===== src/rtl/if_fetch.sv =====
// Instruction fetch stage: one-deep buffer feeding IF_ID, single outstanding imem read, branch redirect with drain.
// Optional macro FETCH_TIMEOUT_EN adds an 8-bit wait counter that substitutes a NOP and sets fetch_err on a stuck read.
module if_fetch (
  input  logic        clk,
  input  logic        rst,
  input  logic        hazard_stall,
  input  logic        branch_taken,
  input  logic [31:0] branch_target,
  output logic        imem_req,
  output logic [31:0] imem_addr,
  input  logic        imem_ack,
  input  logic [31:0] imem_rdata,
  output logic [31:0] PC_o,
  output logic [31:0] instruction_o,
  output logic        IF_stall,
  output logic        IF_flush,
  output logic        fetch_err
);

  localparam int unsigned XLEN = 32;
  localparam logic [1:0] FETCH = 2'd0;
  localparam logic [1:0] FULL  = 2'd1;
  localparam logic [1:0] DRAIN = 2'd2;
  localparam logic [XLEN-1:0] PC_STEP  = XLEN'(4);
  localparam logic [XLEN-1:0] NOP_INST = 32'h0000_0013;

  logic [1:0]      state_q, state_d;
  logic [XLEN-1:0] fetch_pc_q, fetch_pc_d;
  logic [XLEN-1:0] req_addr_q, req_addr_d;
  logic [XLEN-1:0] buf_pc_q, buf_pc_d;
  logic [XLEN-1:0] buf_inst_q, buf_inst_d;
  logic            timeout;

  assign imem_req      = (state_q != FULL);
  assign imem_addr     = req_addr_q;
  assign PC_o          = buf_pc_q;
  assign instruction_o = buf_inst_q;
  assign IF_stall      = (state_q != FULL) || hazard_stall;
  assign IF_flush      = branch_taken;

  always_ff @(posedge clk) begin
    if (rst) begin
      state_q    <= FETCH;
      fetch_pc_q <= '0;
      req_addr_q <= '0;
      buf_pc_q   <= '0;
      buf_inst_q <= '0;
    end else begin
      state_q    <= state_d;
      fetch_pc_q <= fetch_pc_d;
      req_addr_q <= req_addr_d;
      buf_pc_q   <= buf_pc_d;
      buf_inst_q <= buf_inst_d;
    end
  end

  // Next state; a redirect always wins over stall, ack and timeout.
  always_comb begin
    state_d    = state_q;
    fetch_pc_d = fetch_pc_q;
    req_addr_d = req_addr_q;
    buf_pc_d   = buf_pc_q;
    buf_inst_d = buf_inst_q;
    case (state_q)
      FETCH: begin
        if (branch_taken) begin
          fetch_pc_d = branch_target;
          if (imem_ack) begin
            req_addr_d = branch_target;
          end else begin
            state_d = DRAIN;
          end
        end else if (imem_ack) begin
          buf_inst_d = imem_rdata;
          buf_pc_d   = fetch_pc_q;
          fetch_pc_d = fetch_pc_q + PC_STEP;
          state_d    = FULL;
        end else if (timeout) begin
          buf_inst_d = NOP_INST;
          buf_pc_d   = fetch_pc_q;
          fetch_pc_d = fetch_pc_q + PC_STEP;
          state_d    = FULL;
        end
      end
      FULL: begin
        if (branch_taken) begin
          fetch_pc_d = branch_target;
          req_addr_d = branch_target;
          state_d    = FETCH;
        end else if (!hazard_stall) begin
          req_addr_d = fetch_pc_q;
          state_d    = FETCH;
        end
      end
      DRAIN: begin
        // The stale read must complete before the redirected fetch is issued.
        if (branch_taken) begin
          fetch_pc_d = branch_target;
        end else if (imem_ack || timeout) begin
          req_addr_d = fetch_pc_q;
          state_d    = FETCH;
        end
      end
      default: begin
        state_d = FETCH;
      end
    endcase
  end

`ifdef FETCH_TIMEOUT_EN
  localparam logic [7:0] WAIT_MAX = 8'hFF;

  logic [7:0] wait_q, wait_d;
  logic       new_req;
  logic       set_err;
  logic       err_q;

  assign timeout   = (wait_q == WAIT_MAX) && !imem_ack;
  assign fetch_err = err_q;

  // Counter restarts whenever a fresh read (FETCH or DRAIN entry) begins.
  always_comb begin
    new_req = ((state_d != state_q) && (state_d != FULL)) ||
              ((state_q == FETCH) && branch_taken && imem_ack);
    set_err = timeout && !branch_taken && (state_q != FULL);
    wait_d  = wait_q;
    if (new_req) begin
      wait_d = '0;
    end else if (imem_req && !imem_ack) begin
      wait_d = wait_q + 8'd1;
    end
  end

  always_ff @(posedge clk) begin
    if (rst) begin
      wait_q <= '0;
      err_q  <= 1'b0;
    end else begin
      wait_q <= wait_d;
      err_q  <= err_q || set_err;
    end
  end
`else
  assign timeout   = 1'b0;
  assign fetch_err = 1'b0;
`endif

endmodule


===== config.mk =====
export PLATFORM = sky130hd
export DESIGN_NAME = if_fetch
export DESIGN_NICKNAME = d
export VERILOG_FILES = /design/src/rtl/if_fetch.sv
export SDC_FILE = /design/constraint.sdc
export NUM_CORES = 1
export LEC_CHECK = 0
export ABC_AREA = 1
export CAP_MARGIN = 20
export CORE_ASPECT_RATIO = 0.5
export CORE_MARGIN = 4
export CORE_UTILIZATION = 40
export CTS_BUF_LIST = sky130_fd_sc_hd__clkbuf_16
export DETAILED_ROUTE_END_ITERATION = 6
export PLACE_DENSITY = 0.68
export SLEW_MARGIN = 20
export SYNTH_ARGS = -nofsm -noshare
export SYNTH_HDL_FRONTEND = slang
export SYNTH_SLANG_ARGS = --single-unit

===== constraint.sdc =====
create_clock -name clk -period 2 [get_ports clk]
set_input_delay 0.4 -clock clk [delete_from_list [all_inputs] [get_ports clk]]
set_output_delay 0.4 -clock clk [all_outputs]
set_load 0.02 [all_outputs]

==> results.toml <==
[clock_tree]
cts_tree = "built"
clkSinkCount = 130
cts_inserted_buffers = 17
clock_tree.buffer_depth = 2
cts_setup_buffers = 0
clk_pin_slew_ps = 60
ctsHtreeMaxLevel = 4
insertion_delay_ps = 410
clock-root-buffer = "clkbuf_16"
cts_hold_buf = 0

[sta]
rsz0062_at_grt = "false"
fin_setup_tns_ps = 0
finalMaxSlewViolations = 0
finalSetupViolations = 0
finalCritPeriodShare_pct = 93.2
clock_skew_ps = 7.81
finalCriticalPeriod_ps = 1860
max_freq_mhz = 537
hold_viol_final = 0

[routing]
wl_per_cell_um = 15.5
vias = 6595
dr.pass1.iters = 5
ant_nets = 0
vias_per_cell = 5.16
wl_mm = 19.8
drt_iter0_markers = 467
remaining_drc_errors = 0

[min_path]
hold_path.class = "flip-flop to flip-flop"
min_from = "fetch_pc_q[0]"

[floorplanning]
chipHeight_um = 95.6
rows = 31
die_x_um = 183
die_area_sq_um = 17500
core_sq_um = 14700
start_util_pct = 41.6
ios = 169

[worst_setup_path]
crit_fanout = 3
crit_arrival_ps = 1460
r2r_start = "state_q[0]"
critPathCaptureType = "output pin"
worstSetupPathType = "flip-flop to output pin"
crit_path_start_kind = "flip-flop"
crit_start = "state_q[1]"
worstPathRequired_ps = 1600

[layout]
drive_gt1_share_pct = 7.50
fin_util_pct = 58.9
stdcell_area_sq_um = 8680
layout_commonest_cell = "nor2_1"
fin_nets = 1141
diodes = 0
final_cell_mix = "179 x nor2_1, 164 x clkdlybuf4s50_1, 155 x nand2_1, 130 x dfxtp_1, 119 x o21ai_0"
area_growth_pct = 41.6

[global_routing]
grt_antenna_before_repair = 0
grt.total_usage_pct = 22.5
grt_pass1_vias = 6258
grt_overflow = 0
grt_max_degree = 69
grt_pass1_wl_mm = 31.7

[synthesis]
synthDistinctLibCells = 31
synth_top_cell_area_share_pct = 42.4
syn_nets = 978
synthAdderAreaFrac_pct = 0.816
syn_area_sq_um = 6130
ys.flop_type = "dfxtp_1"
yosysSeqAreaShare_pct = 42.4
ys_top_cells_by_area = "dfxtp_1 42%, nor2_1 11%, o21ai_0 9.7%"
synth_top_area_cell = "dfxtp_1"
syn_inst = 905
synth_edf_count = 0
synth_compound_area_share_pct = 22.2
synthMuxAreaShare_pct = 0
synthXorXnorAreaFrac_pct = 0.286
async_reset_ff_share_pct = 0
synth_top_family_by_area = "simple AND/OR/NAND/NOR gates"
synth_warnings = 0
ys_ff_latch = 130
synth_simple_gate_area_share_pct = 24.6
syn_area_per_cell_sq_um = 6.78

[placement]
place_congestion = 0.898
port_buffers = 167
place_area_sq_um = 8140
dpl.hpwl_mm = 13.9

[power_and_ir_drop]
peakVddDrop_mv = 0.442
p_per_area_nw_per_um2 = 931
leakage_nw = 3.38

[outcome]
status = "finished, final reports clean"

[job]
max_cap_viol_count = 0
==> cell type report <==
type                       count  area [sq um]
clock inverter                14           118
timing repair buffer         200          2000
sequential                   130          2600
fill                        1412          6060
tap                          198           248
clock buffer                  17           425
multi-input combinational    630          2960
inverter                      89           334
==> cells in the mapped netlist (2+ instances only) <==
library cell / n
a21oi_1: 83
o32ai_1: 32
dfxtp_1: 130
nor2_1: 179
nand2_1: 155
buf_2: 24
a211oi_1: 2
o21ai_0: 119
a31oi_1: 2
ha_1: 4
inv_1: 83
buf_4: 2
nand4_1: 6
clkbuf_1: 28
nor3_1: 2
o21ai_1: 2
nand3_1: 31
xor2_1: 2
inv_2: 6
nor2_2: 2
==> stage by stage <==
stage	total power [mW]	cells	setup WS, ps	hold slack [ps]
finish	8.08	1278	136	477
detailed placement	5.21	1247	-75.3	472
global placement	5.19	1247	-75.3	466
floorplan	4.27	905	393	441
CTS	8.13	1278	7.27	474
global route	8.50	1278	6.89	489
==> metal layers <==
metal  vias to the layer above  routed length, um  global-route usage, %
met5                         -                  0                      0
met4                         0                247                   6.75
met3                        23               1840                   6.10
met2                       259               8480                   35.1
met1                      3018               9210                   30.7
li1                       3295                  -                      -
==> worst paths after layout <==
path | to | slack [ps] | cells after the start
worst max-delay path | IF_stall | 140 | 5
worst min-delay path | PC_o[0] | 480 | 2
worst max register to register | fetch_pc_q[12] | 200 | 10
worst min register to register | PC_o[0] | 480 | 2
==> logic make-up (layout without fill, tap and decap cells) <==
kind of cell	Yosys count	count (layout)
xor gates and xnor gates	2	2
AOI/OAI and AO/OA	243	243
buffers and inverters	145	320
other	1	1
adders and majority gates	4	4
DFF	130	130
and+or+nand+nor	380	380
==> power breakdown <==
part           internal [mW]  switching [mW]
Combinational          0.888            1.20
Clock                   1.69            1.21
Sequential              2.88           0.205
Total                   5.46            2.62
==> repair_timing <==
action / CTS / global route
gates resized for setup: 5 / 2
setup endpoints to repair: 3 / 1
endpoints found under the hold margin: 0 / 0
==> state kept, by name, summed over array words and instances (netlist names) <==
| signal | cells |
|---|---|
| PC_o | 32 |
| fetch_pc_q | 32 |
| imem_addr | 32 |
| instruction_o | 32 |
| state_q | 2 |
==> critical path: stages, from the launching register on <==
cell,delay (ps)
dfxtp_1,320
inv_1,80
ha_2,190
inv_1,40
or2_2,260
buf_2,160
No activity file was read; power rests on OpenSTA's default activity.
